### src/rtl/fetch_sequencer_if.sv
// Fetch-side bundle: instruction-memory port, redirect, decode handshake and status.
// master = sequencer, slave = memory/decode environment.
interface fetch_sequencer_if #(
  parameter int QDEPTH = 2
) ();
  localparam int CW = $clog2(QDEPTH) + 1;

  logic          en;
  logic [7:0]    imem_addr;
  logic [31:0]   imem_instr;
  logic          redirect_valid;
  logic [7:0]    redirect_pc;
  logic          inst_valid;
  logic          inst_ready;
  logic [31:0]   inst_data;
  logic [7:0]    inst_pc;
  logic [CW-1:0] q_count;
  logic          end_of_mem;
  logic [1:0]    dbg_state;

  modport master (
    input  en, imem_instr, redirect_valid, redirect_pc, inst_ready,
    output imem_addr, inst_valid, inst_data, inst_pc, q_count, end_of_mem, dbg_state
  );

  modport slave (
    output en, imem_instr, redirect_valid, redirect_pc, inst_ready,
    input  imem_addr, inst_valid, inst_data, inst_pc, q_count, end_of_mem, dbg_state
  );
endinterface

### src/rtl/fetch_sequencer.sv
// Instruction-fetch sequencer: owns the fetch PC, fills a small instruction queue
// one word per cycle, presents the head to decode, and halts after byte address 8'hFC.
module fetch_sequencer #(
  parameter logic [7:0] RESET_PC = 8'h00,
  parameter int         QDEPTH   = 2
) (
  input logic               clk,
  input logic               rst_n,
  fetch_sequencer_if.master bus
);
  localparam int AW = $clog2(QDEPTH);
  localparam int CW = AW + 1;
  localparam logic [7:0] LAST_PC = 8'hFC;

  typedef enum logic [1:0] {
    S_IDLE = 2'd0,
    S_RUN  = 2'd1,
    S_STOP = 2'd2
  } state_t;

  state_t        r_state;
  state_t        w_next;
  logic [7:0]    r_pc;
  logic [CW-1:0] r_count;
  logic [AW-1:0] r_head;
  logic [AW-1:0] r_tail;
  logic          r_eom;
  logic [31:0]   r_qdata [QDEPTH];
  logic [7:0]    r_qpc   [QDEPTH];

  logic w_valid;
  logic w_pop;
  logic w_push;
  logic w_last;

  // Decode handshake: a transfer happens on any edge where inst_valid && inst_ready;
  // inst_valid only falls after a pop, a redirect or reset, and the head is held
  // stable while inst_valid && !inst_ready.
  assign w_valid = (r_count != '0);
  assign w_pop   = w_valid & bus.inst_ready;
  assign w_push  = (r_state == S_RUN) & bus.en & ((r_count < CW'(QDEPTH)) | w_pop);
  assign w_last  = (r_pc == LAST_PC);

  always_comb begin
    w_next = r_state;
    if (bus.redirect_valid) begin
      w_next = bus.en ? S_RUN : S_IDLE;
    end else begin
      case (r_state)
        S_IDLE:  if (bus.en) w_next = S_RUN;
        S_RUN: begin
          if (!bus.en)               w_next = S_IDLE;
          else if (w_push && w_last) w_next = S_STOP;
        end
        S_STOP:  w_next = S_STOP;
        default: w_next = S_IDLE;
      endcase
    end
  end

  always_ff @(posedge clk or negedge rst_n) begin
    if (!rst_n) r_state <= S_IDLE;
    else        r_state <= w_next;
  end

  // Redirect wins over push and pop: the queue is emptied by resetting the pointers.
  always_ff @(posedge clk or negedge rst_n) begin
    if (!rst_n) begin
      r_pc    <= {RESET_PC[7:2], 2'b00};
      r_count <= '0;
      r_head  <= '0;
      r_tail  <= '0;
      r_eom   <= 1'b0;
    end else if (bus.redirect_valid) begin
      r_pc    <= {bus.redirect_pc[7:2], 2'b00};
      r_count <= '0;
      r_head  <= '0;
      r_tail  <= '0;
      r_eom   <= 1'b0;
    end else begin
      if (w_push) begin
        r_tail <= r_tail + AW'(1);
        if (w_last) r_eom <= 1'b1;
        else        r_pc  <= r_pc + 8'd4;
      end
      if (w_pop) r_head <= r_head + AW'(1);
      r_count <= r_count + CW'(w_push) - CW'(w_pop);
    end
  end

  always_ff @(posedge clk) begin
    if (!bus.redirect_valid && w_push) begin
      r_qdata[r_tail] <= bus.imem_instr;
      r_qpc[r_tail]   <= r_pc;
    end
  end

  assign bus.imem_addr  = r_pc;
  assign bus.inst_valid = w_valid;
  assign bus.inst_data  = w_valid ? r_qdata[r_head] : 32'h0;
  assign bus.inst_pc    = w_valid ? r_qpc[r_head] : 8'h00;
  assign bus.q_count    = r_count;
  assign bus.end_of_mem = r_eom;
  assign bus.dbg_state  = r_state;
endmodule

### src/flat_wrapper.sv
// flat-port wrapper written by rule: the top's interface ports become plain ports
module fetch_sequencer_flat 
#(
  parameter logic [7:0] RESET_PC = 8'h00,
  parameter int         QDEPTH   = 2
)
  (clk, rst_n, bus_en, bus_imem_instr, bus_redirect_valid, bus_redirect_pc, bus_inst_ready, bus_imem_addr, bus_inst_valid, bus_inst_data, bus_inst_pc, bus_q_count, bus_end_of_mem, bus_dbg_state);
  fetch_sequencer_if #(.QDEPTH(QDEPTH)) bus_i ();
  input logic clk;
  input logic rst_n;
  input wire logic [$bits(bus_i.en)-1:0] bus_en;
  input wire logic [$bits(bus_i.imem_instr)-1:0] bus_imem_instr;
  input wire logic [$bits(bus_i.redirect_valid)-1:0] bus_redirect_valid;
  input wire logic [$bits(bus_i.redirect_pc)-1:0] bus_redirect_pc;
  input wire logic [$bits(bus_i.inst_ready)-1:0] bus_inst_ready;
  output wire logic [$bits(bus_i.imem_addr)-1:0] bus_imem_addr;
  output wire logic [$bits(bus_i.inst_valid)-1:0] bus_inst_valid;
  output wire logic [$bits(bus_i.inst_data)-1:0] bus_inst_data;
  output wire logic [$bits(bus_i.inst_pc)-1:0] bus_inst_pc;
  output wire logic [$bits(bus_i.q_count)-1:0] bus_q_count;
  output wire logic [$bits(bus_i.end_of_mem)-1:0] bus_end_of_mem;
  output wire logic [$bits(bus_i.dbg_state)-1:0] bus_dbg_state;
  assign bus_i.en = bus_en;
  assign bus_i.imem_instr = bus_imem_instr;
  assign bus_i.redirect_valid = bus_redirect_valid;
  assign bus_i.redirect_pc = bus_redirect_pc;
  assign bus_i.inst_ready = bus_inst_ready;
  assign bus_imem_addr = bus_i.imem_addr;
  assign bus_inst_valid = bus_i.inst_valid;
  assign bus_inst_data = bus_i.inst_data;
  assign bus_inst_pc = bus_i.inst_pc;
  assign bus_q_count = bus_i.q_count;
  assign bus_end_of_mem = bus_i.end_of_mem;
  assign bus_dbg_state = bus_i.dbg_state;
  fetch_sequencer #(.RESET_PC(RESET_PC), .QDEPTH(QDEPTH)) u_core (.clk(clk), .rst_n(rst_n), .bus(bus_i));
endmodule
### config.mk
export PLATFORM = sky130hd
export DESIGN_NAME = fetch_sequencer_flat
export DESIGN_NICKNAME = d
export VERILOG_FILES = /design/src/rtl/fetch_sequencer_if.sv /design/src/rtl/fetch_sequencer.sv /design/src/flat_wrapper.sv
export SDC_FILE = /design/constraint.sdc
export NUM_CORES = 1
export LEC_CHECK = 0
export CORE_MARGIN = 5
export CORE_UTILIZATION = 30
export CTS_CLUSTER_SIZE = 40
export DETAILED_ROUTE_END_ITERATION = 8
export MAX_ROUTING_LAYER = met4
export SYNTH_ARGS = -nofsm -noshare
export SYNTH_HDL_FRONTEND = slang
export SYNTH_SLANG_ARGS = --single-unit
### constraint.sdc
create_clock -name clk -period 4.1 [get_ports clk]
set_input_delay 0.41 -clock clk [delete_from_list [all_inputs] [get_ports clk]]
set_output_delay 0.41 -clock clk [all_outputs]
set_load 0.1 [all_outputs]
**After elaboration in Yosys (flattened, before gate mapping)**

Memories as Yosys holds them, arrays and structs flattened.
Cells that the tools add are included.

- Flip-flop bits (word level): 15
- RAM bits: 80
- Input port bits: 45
- Output and inout bits: 54
- Logic and storage cells: 56
- Memories: 2

- Add/subtract/negate cells: 5
- $lt $le $gt $ge: 1
- Equal/unequal tests: 6
- Mux-type cells: 21
- Bitwise operators: 4
- Reductions and logical operators: 11

Memories:

| memory | words | width | read ports | clocked after memory_dff | write ports | line | RTL |
|---|---|---|---|---|---|---|---|
| u_core.r_qdata | 2 | 32 | 1 | 0 | 1 | fetch_sequencer.sv:28 | `logic [31:0] r_qdata [QDEPTH];` |
| u_core.r_qpc | 2 | 8 | 1 | 0 | 1 | fetch_sequencer.sv:29 | `logic [7:0] r_qpc [QDEPTH];` |

Operators with widths:

| operator | number |
|---|---|
| $mux 32 | 1 |
| $mux 8 | 4 |
| $mux 1 | 10 |
| $mux 2 | 5 |
| $add 8x3->8 const B | 1 |
| $eq 8x8->1 const B | 1 |
| $reduce_bool 2->1 | 4 |
| $pmux 2 s3 | 1 |
| $reduce_and 2->1 | 3 |
| $ne 4x4->1 const B | 1 |
| $and 1x1->1 | 3 |
| $ne 3x3->1 const B | 1 |
| $add 1x1->1 const B | 2 |
| $add 2x1->2 | 1 |
| $eq 2x1->1 const B | 1 |
| $eq 2x2->1 const B | 1 |
| $logic_and 1x1->1 | 2 |
| $logic_not 2->1 | 1 |
| $lt 2x2->1 const B | 1 |
| $ne 2x2->1 const B | 1 |
| $sub 2x1->2 | 1 |
| $logic_not 1->1 | 1 |
| $or 1x1->1 | 1 |

**Logic depth before layout (Yosys ltp)**

Gate-level depths: netlist of run 1.

- Depth after elaboration: 9
- Mapped depth: 8
- Depth with buffers taken out: 8

**Least setup slack after synthesis of run 1**

OpenSTA, ideal clock, no wires.

- Path kind: flip-flop to flip-flop
- Start: register u_core.r_state[0], in the netlist u_core.bus.dbg_state[0]
- End: memory u_core.r_qdata[0][0], enable pin
- Library setup time: 481 ps
- Data arrival time: 3,870 ps
- Data required time: 3,619 ps
- Setup slack: -251 ps
- Cell stages (with the launch flop): 3
- Buffers on the path: 0
- Period minus slack after synthesis: 4,351 ps
- Cells stage by stage: dfrtp_1 nand3_2 nor3_1

- Word-level cells in the longest chain between the ends: 6

RTL lines:

| item | line | RTL |
|---|---|---|
| start, declared | fetch_sequencer.sv:21 | `state_t r_state;` |
| start signal, assigned | fetch_sequencer.sv:63 | `else r_state <= w_next;` |
| $eq 2x1->1 | fetch_sequencer.sv:41 | `assign w_push = (r_state == S_RUN) & bus.en & ((r_count < CW'(QDEPTH)) \| w_pop);` |
| $and 1x1->1 (2 in series) | fetch_sequencer.sv:41 |  |
| $logic_and 1x1->1 | fetch_sequencer.sv:92 | `if (!bus.redirect_valid && w_push) begin` |
| $mux 1 | fetch_sequencer.sv:92 |  |
| $mux 1 (not written as such) | fetch_sequencer.sv:93 | `r_qdata[r_tail] <= bus.imem_instr;` |
| end, declared | fetch_sequencer.sv:28 |  |

Every way passes these cells.

**Worst setup path in the final report of run 1**

- Start: register u_core.r_head
- End: output port bus_inst_pc[6]

- Word-level cells in the longest chain between the ends: 2

RTL lines:

| item | line | RTL |
|---|---|---|
| start, declared | fetch_sequencer.sv:25 | `logic [AW-1:0] r_head;` |
| start signal, assigned | fetch_sequencer.sv:86 | `if (w_pop) r_head <= r_head + AW'(1);` |
| $mem_v2 2x8 | n/a |  |
| $mux 8 | fetch_sequencer.sv:101 | `assign bus.inst_pc = w_valid ? r_qpc[r_head] : 8'h00;` |
| end, declared | flat_wrapper.sv:19 | `output wire logic [$bits(bus_i.inst_pc)-1:0] bus_inst_pc;` |

Every way passes these cells.

==> flow_metrics.py, run 1 <==
metrics = {
    "final_layout": {
        "antenna_cells": 0,
        "multi_input_area_um2": 973,
        "nNetsFinal": 391,
        "final-seq-area_um2": 2610,
        "drive_gt1_share_pct": 8.36,
        "areaGrowthSynthToFinish_pct": 37.6,
        "n_fill_cell": 1143,
    },
    "cts": {
        "post-cts-setup-buffers": 0,
        "post_cts_resized": 0,
        "clkLatencyLatePin_ns": 0.33,
        "clock_path_buffers": 2,
        "cts_tree": "yes",
        "cts.reportedPaths.clkPinSlew_ns": 0.06,
        "cts_inserted_buffers": 9,
        "root_buffer": "clkbuf_16",
        "cts_hold_buf": 0,
        "clock_sinks": 89,
        "h-tree-depth": 3,
    },
    "worst_setup_path": {
        "cpMaxStageDelayCell": "clkdlybuf4s50_1",
        "slowest_delay_ns": 1.15,
        "path_class": "reg2out",
        "crit_path_end_kind": "output port",
        "arrival_ns": 2.80,
        "crit_path_max_fanout": 25,
        "path_cells": "buf_12 > mux2i_1 > nor2_1 > clkdlybuf4s50_1",
        "cp.required_ns": 3.69,
        "cp-start-kind": "flip-flop",
    },
    "global_route": {
        "overflow": 0,
        "grt_pass1_vias": 2396,
        "track_usage_pct": 10.9,
        "antenna_found_initial": 0,
        "grt_start_max_net_pins": 39,
        "grt_pass1_wl_um": 12000,
    },
    "timing": {
        "max_slew.worst_pin.slew_ns": 1.00,
        "fin_crit_sh_pct": 78.3,
        "setup_viol": 0,
        "setup_tns_ns": 0,
        "finalClockSkew_ns": 0.00975,
        "finalHoldViolations": 0,
        "maxSlewHeadroom_pct": 32.9,
        "drv_slew": 0,
        "fmax_ghz": 0.311,
        "fin_crit_ns": 3.21,
        "rsz0062_at_grt": "no",
    },
    "drt": {
        "wl_per_cell_um": 15.1,
        "dr.pass1.iters": 4,
        "ant_nets": 0,
        "vias_per_cell": 4.58,
        "wl_um": 7470,
        "drt-initial-drc-count": 63,
        "via_count": 2261,
        "drc_errors": 0,
    },
    "synthesis": {
        "yosysSeqAreaShare_pct": 71.0,
        "yosys_register_bits": 89,
        "ys_warn_count": 0,
        "synth_edf_count": 76,
        "async_flop_share_pct": 14.6,
        "synth_cell_type_count": 37,
        "netlist_area_um2": 3670,
        "synth_ff_type": "edfxtp_1",
        "syn_inst": 246,
        "synth.avg_cell_area_um2": 14.9,
    },
    "die": {
        "die_x_um": 121,
        "placementRows": 40,
        "start_util_pct": 30.6,
        "core_um2": 12000,
        "die-area_um2": 14600,
        "die_y_um": 121,
        "ios": 99,
    },
    "placed_design": {
        "place_congestion": 0.803,
        "io_buffers": 92,
        "dpl.hpwl_um": 5110,
    },
    "min_path": {
        "hold_path_class": "in2async",
    },
    "outcome": {
        "status": "completed",
    },
    "job": {
        "cap_violations": 0,
    },
}
cells in the mapped netlist (2+ instances only):
master	count	area, um2
nand3_2	2	20.0
a31oi_1	2	12.5
buf_2	5	25.0
dfrtp_1	13	325
edfxtp_1	76	2280
mux2i_1	40	400
a21oi_1	3	15.0
ha_1	4	50.1
nand2_1	8	30.0
nand4_1	2	12.5
xnor2_1	3	26.3
buf_6	2	22.5
o21ai_0	3	15.0
nor2_1	47	176
buf_4	5	37.5
clkbuf_1	3	11.3
and2_1	2	12.5
xor2_1	2	17.5
inv_1	6	22.5
registers in the layout (all words and copies together) (netlist names):
signal,cells
u_core.bus.end_of_mem,1
u_core.r_qdata,64
u_core.bus.imem_addr,6
u_core.r_qpc,12
u_core.bus.q_count,2
u_core.r_tail,1
u_core.bus.dbg_state,2
u_core.r_head,1
cells by family (layout without fill, tap and decap cells):
kind of cell	Yosys count	in the layout	share of synthesized area (%)
adder cells (fa/ha/maj)	4	4	1.36
AO/OA/AOI/OAI	15	15	2.96
multiplexers	40	40	10.9
AND/OR/NAND/NOR	70	70	9.13
other	1	4	0.102
flip-flops	89	89	71.0
XOR/XNOR	5	5	1.19
buffers and inverters	22	120	3.34
layout by cell type (no fill, tap or decap), drive strengths merged:
cell type / count
and4bb: 1
xnor2: 3
inv: 7
nand2b: 1
clkdlybuf4s50: 92
clkbuf: 11
and4: 1
xor2: 2
nand3: 3
and3: 1
o21a: 1
nand4b: 1
nand4: 2
buf: 5
a31oi: 2
nor2b: 2
o21ai: 3
bufinv: 1
ha: 4
clkinvlp: 3
a221oi: 1
nor3: 1
and2: 2
nand2: 8
nor2: 47
a311oi: 1
o2111ai: 1
a211o: 1
clkinv: 1
o211a: 1
dfrtp: 13
edfxtp: 76
o31ai: 1
conb: 4
mux2i: 40
a21oi: 3
routing by layer:
metal | global-route usage [%] | wire length [um] | vias to the layer above
met5 | - | 0 | -
met2 | 18.1 | 3730 | 59
met1 | 12.6 | 3330 | 1124
li1 | - | - | 1074
met4 | 4.18 | 45 | 0
met3 | 3.18 | 363 | 4
worst max-delay path: cells and delay by family (launching register included):
| family | cells | cell delay, ns |
|---|---|---|
| buffers and inverters | 2 | 1.40 |
| DFF | 1 | 0.86 |
| and+or+nand+nor | 1 | 0.12 |
| muxes | 1 | 0.09 |
cell type report:
| class | count | area share, % |
|---|---|---|
| Clock inverter | 5 | 1.11 |
| Sequential cell | 89 | 51.6 |
| Timing Repair Buffer | 97 | 19.2 |
| Multi-Input combinational cell | 138 | 19.3 |
| Clock buffer | 11 | 4.61 |
| Tap cell | 147 | 3.64 |
| Inverter | 7 | 0.520 |
path summary, 6_finish.rpt:
| check | from | endpoint | slack (ns) | cells past startpoint |
|---|---|---|---|---|
| setup / recovery | u_core.r_head$_DFFE_PN0P_ | bus_inst_pc[6] | 0.89 | 4 |
| hold / removal | rst_n | u_core.bus.end_of_mem$_DFFE_PN0P_ | 0.47 | 1 |
| setup reg to reg | u_core.bus.q_count[1]$_DFF_PN0_ | u_core.bus.q_count[1]$_DFF_PN0_ | 1.63 | 9 |
| hold reg to reg | u_core.bus.end_of_mem$_DFFE_PN0P_ | u_core.bus.end_of_mem$_DFFE_PN0P_ | 0.53 | 2 |
| max in group asynchronous | rst_n | u_core.r_head$_DFFE_PN0P_ | 3.16 | 1 |
| min in group clk | u_core.bus.end_of_mem$_DFFE_PN0P_ | u_core.bus.end_of_mem$_DFFE_PN0P_ | 0.53 | 2 |
per-stage QoR:
| stage | setup slack (ns) | utilization, % | hold WS [ns] | cell area, um2 | cells |
|---|---|---|---|---|---|
| final | 0.888 | 42.1 | 0.475 | 5050 | 494 |
| after global routing | 0.749 | 42.1 | 0.508 | 5050 | 494 |
| after CTS | 0.805 | 42.1 | 0.491 | 5050 | 494 |
| after detailed placement | 1.16 | 39.7 | 0.518 | 4760 | 478 |
| after global placement | 1.14 | 39.7 | 0.500 | 4760 | 478 |
| after floorplan | 0.886 | - | 0.114 | 3690 | 249 |
Power of run 1 is left out: the tool's default activity adds up to more than one toggle a clock period on the data nets, which glitch-free logic cannot reach.
==> run 2: changes to the inputs <==
==> constraint.sdc (replaced) <==
create_clock -name clk -period 3.3 [get_ports clk]
set_input_delay 0.33 -clock clk [delete_from_list [all_inputs] [get_ports clk]]
set_output_delay 0.33 -clock clk [all_outputs]
set_load 0.1 [all_outputs]
==> run 2 against run 1 <==
Net effect:
- die area stayed put
- first-iteration DRC count is 17% higher
- largest cell class unchanged
- critical path type unchanged
- highest routed layer unchanged
- final area is 2.1% lower
- utilization is 0.89 points lower
- via count is 0.71% lower
- register-to-register slack worse by 0.30 ns
- wire length is 1.5% higher
- final cell count is 0.20% higher
- worst setup slack better by 0.039 ns
- count of clock-buffer cells in the layout is 3 higher
==> flow_metrics.py, run 2 (synthesis results as in run 1) <==
metrics = {
    "worst_setup_path": {
        "crit_path_max_fanout": 9,
        "cpMaxStageDelayCell": "clkdlybuf4s50_1",
        "slowest_delay_ns": 1.20,
        "crit_family": "buffers and inverters",
        "crit_buf_inv": 1,
        "path_cells": "clkdlybuf4s50_1",
        "arrival_ns": 2.04,
        "cp.required_ns": 2.97,
        "cp-start-kind": "flip-flop",
        "path_class": "reg2out",
        "crit_path_end_kind": "output port",
    },
    "global_route": {
        "antenna_found_initial": 0,
        "grt_pass1_vias": 2376,
        "grt_start_max_net_pins": 39,
        "track_usage_pct": 11.4,
        "overflow": 0,
        "grt_pass1_wl_um": 12200,
    },
    "drt": {
        "wl_met3_um": 365,
        "wl_per_cell_um": 15.3,
        "via_count": 2245,
        "wl_met2_um": 3710,
        "drc_errors": 0,
        "wl_um": 7580,
        "ant_nets": 0,
        "wl_met1_um": 3340,
        "highest_layer": "met4",
        "vias_per_cell": 4.54,
        "dr.pass1.iters": 4,
        "drt-initial-drc-count": 74,
    },
    "final_layout": {
        "largest_register": "u_core.r_qdata",
        "drive_gt1_share_pct": 19.8,
        "n_fill_cell": 1167,
        "final_common_cell": "edfxtp_1",
        "areaGrowthSynthToFinish_pct": 34.7,
        "stdcell_area_um2": 4950,
        "mostFrequentLayoutCells": "edfxtp_1, clkdlybuf4s50_1, nor2_1, buf_4, mux2i_1",
        "nNetsFinal": 392,
        "antenna_cells": 0,
        "largest_register_ffs": 64,
    },
    "cts": {
        "cts_hold_buf": 0,
        "clock_sinks": 89,
        "clkLatencyLatePin_ns": 0.33,
        "post-cts-setup-buffers": 0,
        "cts.reportedPaths.clkPinSlew_ns": 0.06,
        "h-tree-depth": 3,
        "post_cts_resized": 0,
        "root_buffer": "clkbuf_16",
        "cts_inserted_buffers": 9,
        "cts_tree": "yes",
        "clock_path_buffers": 2,
    },
    "timing": {
        "rsz0062_at_grt": "no",
        "finalHoldViolations": 0,
        "finalClockSkew_ns": 0.00808,
        "max_slew.worst_pin.slew_ns": 0.994,
        "maxSlewHeadroom_pct": 33.5,
        "setup_tns_ns": 0,
        "setup_viol": 0,
        "fin_crit_ns": 2.37,
        "drv_slew": 0,
        "fin_crit_sh_pct": 71.9,
        "fmax_ghz": 0.421,
    },
    "placed_design": {
        "place_area_um2": 4660,
        "place_congestion": 0.812,
        "dpl.hpwl_um": 5140,
        "io_buffers": 92,
    },
    "die": {
        "die_x_um": 121,
        "core_um2": 12000,
        "placementRows": 40,
        "start_util_pct": 30.6,
        "ios": 99,
        "die-area_um2": 14600,
        "die_y_um": 121,
    },
    "outcome": {
        "status": "completed",
    },
    "job": {
        "cap_violations": 0,
    },
    "min_path": {
        "hold_path_class": "in2async",
    },
}
==> run 2: cell count changes in the layout (fill, tap and decap cells not counted) <==
cell,change
buf_4,+41
buf_12,-1
clkinv_1,-1
clkbuf_16,+1
clkbuf_8,+1
clkinv_2,+2
bufinv_16,-1
clkbuf_1,+1
clkdlybuf4s50_1,-39
clkinvlp_4,-3
==> run 2: worst paths after layout <==
kind | end | cells past startpoint | slack (ns) | from
setup reg to reg | u_core.r_qdata[1][25]$_DFFE_PP_ | 5 | 1.33 | u_core.bus.dbg_state[1]$_DFFE_PN0P_
min in group clk | u_core.bus.end_of_mem$_DFFE_PN0P_ | 2 | 0.52 | u_core.bus.end_of_mem$_DFFE_PN0P_
hold / removal | u_core.bus.dbg_state[1]$_DFFE_PN0P_ | 1 | 0.39 | rst_n
max in group asynchronous | u_core.r_head$_DFFE_PN0P_ | 1 | 2.46 | rst_n
setup / recovery | bus_imem_addr[6] | 1 | 0.93 | u_core.bus.imem_addr[6]$_DFFE_PN0P_
hold reg to reg | u_core.bus.end_of_mem$_DFFE_PN0P_ | 2 | 0.52 | u_core.bus.end_of_mem$_DFFE_PN0P_
==> run 2: cell type report <==
cell class                      instances  area [um2]  area share, %
Inverter                                7        26.3          0.531
Timing Repair Buffer                   98         868           17.6
Clock buffer                           14         275           5.57
Tap cell                              147         184           3.72
Multi-Input combinational cell        138         973           19.7
Sequential cell                        89        2610           52.7
Clock inverter                          2        10.0          0.202
==> run 2: stage by stage <==
step / worst slack (ns) / instances / hold slack (ns) / utilization, %
2_1_floorplan: 0.114 / 249 / 0.0344 / -
3_3_place_gp: 0.919 / 479 / 0.504 / 38.8
3_5_place_dp: 0.916 / 479 / 0.500 / 38.8
4_1_cts: 0.910 / 495 / 0.404 / 41.2
5_1_grt: 0.849 / 495 / 0.427 / 41.2
6_report: 0.927 / 495 / 0.388 / 41.2
==> run 2: per-layer routing <==
metal | GRT usage (%) | up-vias
met5 | - | -
li1 | - | 1079
met3 | 2.71 | 12
met4 | 5.52 | 0
met2 | 17.5 | 68
met1 | 14.1 | 1086
Power of run 2 is left out for the same reason.
==> run 3: changes to the inputs <==
==> constraint.sdc (replaced) <==
create_clock -name clk -period 2 [get_ports clk]
set_input_delay 0.2 -clock clk [delete_from_list [all_inputs] [get_ports clk]]
set_output_delay 0.2 -clock clk [all_outputs]
set_load 0.1 [all_outputs]
==> run 3 against run 2 <==
Net effect:
- non-clock buffer count increased by 3
- via count up 0.58%
- sequential share of layout area shrank 7.4 points
==> flow_metrics.py, run 3 (synthesis results as in run 1) <==
metrics = {
    "timing": {
        "rsz0062_at_grt": "no",
        "fmax_ghz": 0.522,
        "finalHoldViolations": 0,
        "max_slew.worst_pin.slew_ns": 0.621,
        "setup_viol": 0,
        "finalClockSkew_ns": 0.00872,
        "maxSlewHeadroom_pct": 58.5,
        "fin_crit_ns": 1.92,
        "fin_crit_sh_pct": 95.8,
        "drv_slew": 0,
    },
    "cts": {
        "h-tree-depth": 3,
        "post-cts-setup-buffers": 0,
        "cts_inserted_buffers": 9,
        "root_buffer": "clkbuf_16",
        "cts_tree": "yes",
        "clkLatencyLatePin_ns": 0.32,
        "clock_sinks": 89,
        "post_cts_resized": 0,
        "cts.reportedPaths.clkPinSlew_ns": 0.06,
        "cts_hold_buf": 0,
        "clock_path_buffers": 2,
    },
    "worst_setup_path": {
        "path_cells": "nor2_4 > buf_12 > nor2_2 > buf_12",
        "reg2reg_to": "u_core.bus.q_count[1]$_DFF_PN0_",
        "crit_start": "u_core.bus.q_count[1]$_DFF_PN0_",
        "crit_path_end_kind": "output port",
        "crit_path_end": "bus_inst_pc[7]",
        "cp-start-kind": "flip-flop",
        "reg2reg_slack_ns": 0.29,
        "arrival_ns": 1.72,
        "cpMaxStageDelayCell": "dfrtp_4",
        "rr_startpoint": "u_core.bus.q_count[1]$_DFF_PN0_",
        "slowest_delay_ns": 0.52,
        "reg2regPathDepth": 8,
        "crit_path_max_fanout": 38,
        "critical_path.most_common_cell": "buf_12",
        "cp.required_ns": 1.80,
        "path_class": "reg2out",
    },
    "global_route": {
        "grt_pass1_vias": 2475,
        "track_usage_pct": 10.9,
        "grt_pass1_wl_um": 12200,
        "grt_start_max_net_pins": 39,
        "antenna_found_initial": 0,
        "overflow": 0,
    },
    "placed_design": {
        "place_area_um2": 5500,
        "io_buffers": 92,
        "dpl.hpwl_um": 5190,
        "place_congestion": 0.786,
    },
    "final_layout": {
        "n_fill_cell": 1062,
        "final_common_cell": "edfxtp_1",
        "largest_register": "u_core.r_qdata",
        "areaGrowthSynthToFinish_pct": 57.7,
        "antenna_cells": 0,
        "mostFrequentLayoutCells": "edfxtp_1, buf_12, clkdlybuf4s50_1, mux2i_1, nor2_4",
        "largest_register_ffs": 64,
        "nNetsFinal": 395,
        "drive_gt1_share_pct": 38.2,
        "stdcell_area_um2": 5790,
    },
    "die": {
        "start_util_pct": 30.6,
        "die_x_um": 121,
        "die_y_um": 121,
        "ios": 99,
        "die-area_um2": 14600,
        "core_um2": 12000,
        "placementRows": 40,
    },
    "drt": {
        "ant_nets": 0,
        "drt-initial-drc-count": 57,
        "dr.pass1.iters": 4,
        "wl_um": 7390,
        "vias_per_cell": 4.53,
        "wl_per_cell_um": 14.8,
        "drc_errors": 0,
        "via_count": 2258,
    },
    "job": {
        "cap_violations": 0,
    },
    "outcome": {
        "status": "completed",
    },
    "min_path": {
        "hold_path_class": "in2async",
    },
}
==> run 3: cell count changes in the layout (fill, tap and decap cells not counted), moves of 3 or more <==
cell / change
clkbuf_1: -3
buf_12: +43
dfrtp_1: -6
nor2_2: +8
dfrtp_2: +3
clkdlybuf4s50_1: -11
nor2_4: +30
buf_4: -29
dfrtp_4: +3
nor2_1: -38
==> run 3: worst min-delay path by stage <==
stage                                 startpoint                                  end  slack (ns)  depth (start not counted)
6_report                                   rst_n  u_core.bus.imem_addr[5]$_DFFE_PN0P_        0.26                          1
5_1_grt                                    rst_n      u_core.bus.q_count[0]$_DFF_PN0_        0.30                          1
4_1_cts                                    rst_n      u_core.bus.q_count[0]$_DFF_PN0_        0.29                          1
3_5_place_dp   u_core.bus.end_of_mem$_DFFE_PN0P_    u_core.bus.end_of_mem$_DFFE_PN0P_        0.51                          2
3_3_place_gp   u_core.bus.end_of_mem$_DFFE_PN0P_    u_core.bus.end_of_mem$_DFFE_PN0P_        0.49                          2
2_1_floorplan                              rst_n  u_core.bus.dbg_state[0]$_DFFE_PN0P_        -0.1                          0
==> run 3: final cells by class <==
class / instances / area [um2] / share of cell area (%)
sequential: 89 / 2620 / 45.3
timing repair buffer: 101 / 1400 / 24.2
multi-input combinational: 138 / 1260 / 21.7
clock buffer: 9 / 225 / 3.89
tap: 147 / 184 / 3.18
clock inverter: 7 / 70.1 / 1.21
inverter: 7 / 30.0 / 0.518
==> run 3: through the flow <==
step                      util (%)  cells  worst slack (ns)  hold slack [ns]  setup TNS, ns
after floorplan                  -    249            -0.357          -0.0956         -14.09
after global placement        45.8    482             0.177            0.486              0
after detailed placement      45.8    482             0.147            0.514              0
after CTS                     48.2    498            0.0333            0.286              0
after global routing          48.2    498           0.00135            0.302              0
final                         48.2    498            0.0844            0.262              0
==> run 3: critical path: cells and delay by family (launching register included) <==
family | cells | cell delay (ns)
buffers and inverters | 2 | 0.56
AND/OR/NAND/NOR | 2 | 0.29
flip-flops | 1 | 0.52
==> run 3: routing by layer <==
| metal | track usage, % | part of all wire, % | vias to the layer above |
|---|---|---|---|
| li1 | - | - | 1085 |
| met1 | 12.9 | 42 | 1102 |
| met2 | 18.7 | 53 | 67 |
| met3 | 2.71 | 4.6 | 4 |
| met4 | 3.05 | 0.62 | 0 |
| met5 | - | 0 | - |
Power of run 3 is left out for the same reason.
==> edit 1: new RTL, config.mk and constraints of run 2 <==
Make the reset (`rst_n`) synchronous in 2 clocked blocks.
--- a/src/rtl/fetch_sequencer.sv
+++ b/src/rtl/fetch_sequencer.sv
@@ -59,5 +59,5 @@
   end
 
-  always_ff @(posedge clk or negedge rst_n) begin
+  always_ff @(posedge clk) begin
     if (!rst_n) r_state <= S_IDLE;
     else        r_state <= w_next;
@@ -65,5 +65,5 @@
 
   // Redirect wins over push and pop: the queue is emptied by resetting the pointers.
-  always_ff @(posedge clk or negedge rst_n) begin
+  always_ff @(posedge clk) begin
     if (!rst_n) begin
       r_pc    <= {RESET_PC[7:2], 2'b00};
Check against the original RTL: differs if rst_n is asserted again (counterexample within 4 cycles, from zero or initial values and one cycle with rst_n low); with rst_n held inactive, the same outputs for 10 cycles.
==> edit 1 against run 2 <==
- synthesized area decreased by 2.7%
- final area fell by 1.4%
- non-clock buffer count is 1 lower
- critical endpoint is now bus_imem_addr[5]
- setup slack better by 0.018 ns
- wire length is 1.1% lower
- count of clock-buffer cells in the layout down 5
- sequential cell count grew 1
==> edit 1: results (changes against run 2) <==
largest cells by area after synthesis edfxtp_1 64%, mux2i_1 11%, dfxtp_1 7.8% (was edfxtp_1 62%, mux2i_1 11%, dfrtp_1 8.9%); share of layout cells above drive strength 1 0.193 (was 0.198); run status completed (unchanged); DR iter-0 viols 117 (was 74); first-pass GRT wire length 11.8 mm (was 12.2 mm); Final Net Count 391 (was 392); Worst R2R Setup Slack 1.11 ns (was 1.33 ns); critical path endpoint bus_imem_addr[5] (was bus_imem_addr[6]); vias 2,207 (was 2,245); Post-DP HPWL 5.19 mm (was 5.14 mm); multiplexer area fraction after synthesis 0.112 (was 0.109); top cells by count, synth 76 x edfxtp_1, 45 x nor2_1, 40 x mux2i_1 (was 76 x edfxtp_1, 47 x nor2_1, 40 x mux2i_1); nonclk inv count 5 (was 7); Worst slew margin 0.346 (was 0.335); GPL Wtd Cong 0.748 (was 0.812); RR Startpoint u_core.bus.q_count[1]$_SDFF_PP0_ (was u_core.bus.dbg_state[1]$_DFFE_PN0P_); Non-clock buffer share 0.179 (was 0.176); ClkCell Share 0.0605 (was 0.0577); RR Endpoint u_core.r_qdata[1][17]$_DFFE_PP_ (was u_core.r_qdata[1][25]$_DFFE_PP_); CLK BUF 9 (was 14); Post-Synthesis Cell Area 3570 sq um (was 3670 sq um); Crit. Startpoint u_core.bus.imem_addr[5]$_SDFFE_PN0P_ (was u_core.bus.imem_addr[6]$_DFFE_PN0P_); worst hold-check path type reg -> reg (was in -> async); min setup slack post-route 0.945 ns (was 0.927 ns); Synth top area share 0.639 (was 0.621); pre-CTS setup slack 0.710 ns (was 0.916 ns); complex-gate fraction of the synthesized area 0.0329 (was 0.0296); final wirelength 7.50 mm (was 7.58 mm); vias in the first global route 2,343 (was 2,376); Multi-input gate area 947 sq um (was 973 sq um); asr flop ratio synth 0 (was 0.146); Post-DP Area 4580 sq um (was 4660 sq um); register area 2560 sq um (was 2610 sq um); Synth Area in XOR/XNOR 0.00980 (was 0.0119); Synth cell types 36 (was 37)
## edit 1: changes by cell type in the layout (fill, tap and decap cells not counted), sizes merged, moves of 4 or more
cell and delta:
dfrtp -13, clkbuf -5, o21ai +4, dfxtp +14
## edit 1: report_power, final
group	internal [W]	total (W)	switching (W)	leakage (nW)
combinational	0.0000911	0.000312	0.000221	0.746
clock	0.000583	0.000992	0.000409	0.135
sequential	0.00125	0.00126	0.0000147	0.806
total	0.00192	0.00257	0.000644	1.69
## edit 1: layer usage
metal	routed length (um)	up-vias	GRT usage
met5	0	-	-
met1	3410	1051	0.132
met2	3680	64	0.175
met3	302	9	0.0265
li1	-	1083	-
met4	106	0	0.0434
## edit 1: through the flow
stage               hold slack [ns]  std cells
floorplan                     0.429        248
global placement              0.476        475
detailed placement            0.492        475
CTS                           0.523        491
global route                  0.544        491
finish                        0.506        491
==> edit 2: new RTL, flow settings as in run 2 <==
Made on the original files. `QDEPTH` is set to 2 in 3 places; all go to 4.
--- a/src/rtl/fetch_sequencer_if.sv
+++ b/src/rtl/fetch_sequencer_if.sv
@@ -2,5 +2,5 @@
 // master = sequencer, slave = memory/decode environment.
 interface fetch_sequencer_if #(
-  parameter int QDEPTH = 2
+  parameter int QDEPTH = 4
 ) ();
   localparam int CW = $clog2(QDEPTH) + 1;
--- a/src/rtl/fetch_sequencer.sv
+++ b/src/rtl/fetch_sequencer.sv
@@ -3,5 +3,5 @@
 module fetch_sequencer #(
   parameter logic [7:0] RESET_PC = 8'h00,
-  parameter int         QDEPTH   = 2
+  parameter int         QDEPTH   = 4
 ) (
   input logic               clk,
--- a/src/flat_wrapper.sv
+++ b/src/flat_wrapper.sv
@@ -3,5 +3,5 @@
 #(
   parameter logic [7:0] RESET_PC = 8'h00,
-  parameter int         QDEPTH   = 2
+  parameter int         QDEPTH   = 4
 )
   (clk, rst_n, bus_en, bus_imem_instr, bus_redirect_valid, bus_redirect_pc, bus_inst_ready, bus_imem_addr, bus_inst_valid, bus_inst_data, bus_inst_pc, bus_q_count, bus_end_of_mem, bus_dbg_state);
Interface: changed (resized bus_q_count); port bits go from 99 to 100. No check against the original RTL was run, so the function may have changed too.
==> edit 2 against run 2 <==
- sequential cell count increased by 79
- synthesized area increased by 85%
- utilization decreased by 1.2 points
- wire length increased by 78%
- final area increased by 81%
- setup slack got worse by 0.37 ns
- die area increased by 77%
==> edit 2: results (changes against run 2) <==
Worst slew margin 0.333 (was 0.335); met3 WL 558 um (was 365 um); clk_skew 0.0143 ns (was 0.00808 ns); WL per Instance 18.1 um (was 15.3 um); Post-synth EDFFs 152 (was 76); largest net degree at the start of global routing 41 (was 39); DR WL met2 6.83 mm (was 3.71 mm); asr flop ratio synth 0.0952 (was 0.146); CP Max Fanout 40 (was 9); RR Startpoint u_core.bus.q_count[0]$_DFF_PN0_ (was u_core.bus.dbg_state[1]$_DFFE_PN0P_); complex-gate fraction of the synthesized area 0.0153 (was 0.0296); CTS H-tree lvls 4 (was 3); Crit path largest cell delay 0.98 ns (was 1.20 ns); WL met1 5.95 mm (was 3.34 mm); share of layout cells above drive strength 1 0.295 (was 0.198); grt met3 use 0.0362 (was 0.0271); clock latency at the later pin of the worst-skew pair 0.42 ns (was 0.33 ns); Crit. Startpoint u_core.r_head[0]$_DFFE_PN0P_ (was u_core.bus.imem_addr[6]$_DFFE_PN0P_); run status completed (unchanged); CP top delay family flip-flops (was buffers and inverters); Post-DP HPWL 8.40 mm (was 5.14 mm); WP data arrival 2.41 ns (was 2.04 ns); Final Net Count 500 (was 392); top cells by count, synth 152 x edfxtp_1, 43 x and2_1, 38 x mux4_2 (was 76 x edfxtp_1, 47 x nor2_1, 40 x mux2i_1); Synth Area in XOR/XNOR 0.00775 (was 0.0119); gr usage total 0.111 (was 0.114); placed insts 712 (was 479); CTS buffer count 17 (was 9)
## edit 2: cell count changes after synthesis, moves of 3 or more
cell / change
buf_6: +3
nor2b_1: +3
clkbuf_1: +3
a211oi_1: +3
and2_1: +41
nor2_1: -40
ha_1: +4
o21ai_0: -3
mux4_2: +38
dfrtp_1: +3
mux2i_1: -39
edfxtp_1: +76
## edit 2: final cells by class
cell class | instances | area, sq um
clock buffer | 17 | 425
clock inverter | 14 | 124
fill | 2015 | 13500
inverter | 5 | 18.8
multi-input combinational | 150 | 1670
sequential | 168 | 4970
tap | 285 | 357
timing repair buffer | 104 | 1400
## edit 2: cell families (layout without fill, tap and decap cells)
kind of cell / Yosys count / after routing
adders and majority gates: 9 / 9
other: 1 / 4
DFF: 168 / 168
and+or+nand+nor: 77 / 77
xor gates and xnor gates: 6 / 6
AOI/OAI and AO/OA: 13 / 13
buffers and inverters: 24 / 140
muxes: 41 / 41
## edit 2: metrics by stage
step,hold WS (ns),cell area [sq um],worst slack (ns),power [W]
final,0.367,8970,0.560,0.00871
after detailed placement,0.503,8420,0.808,0.00699
after global routing,0.410,8970,0.344,0.00904
after CTS,0.360,8970,0.454,0.00885
after floorplan,0.0344,6790,0.379,0.00548
after global placement,0.487,8420,0.866,0.00697
## edit 2: final timing paths
kind | endpoint | slack [ns] | cells after the start
hold reg to reg | u_core.bus.end_of_mem$_DFFE_PN0P_ | 0.52 | 2
hold / removal | u_core.bus.q_count[1]$_DFF_PN0_ | 0.37 | 1
min in group clk | u_core.bus.imem_addr[2]$_DFFE_PN0P_ | 0.47 | 3
setup reg to reg | u_core.bus.q_count[2]$_DFF_PN0_ | 1.06 | 9
setup / recovery | bus_inst_data[30] | 0.56 | 3
max in group asynchronous | u_core.r_head[0]$_DFFE_PN0P_ | 2.36 | 1
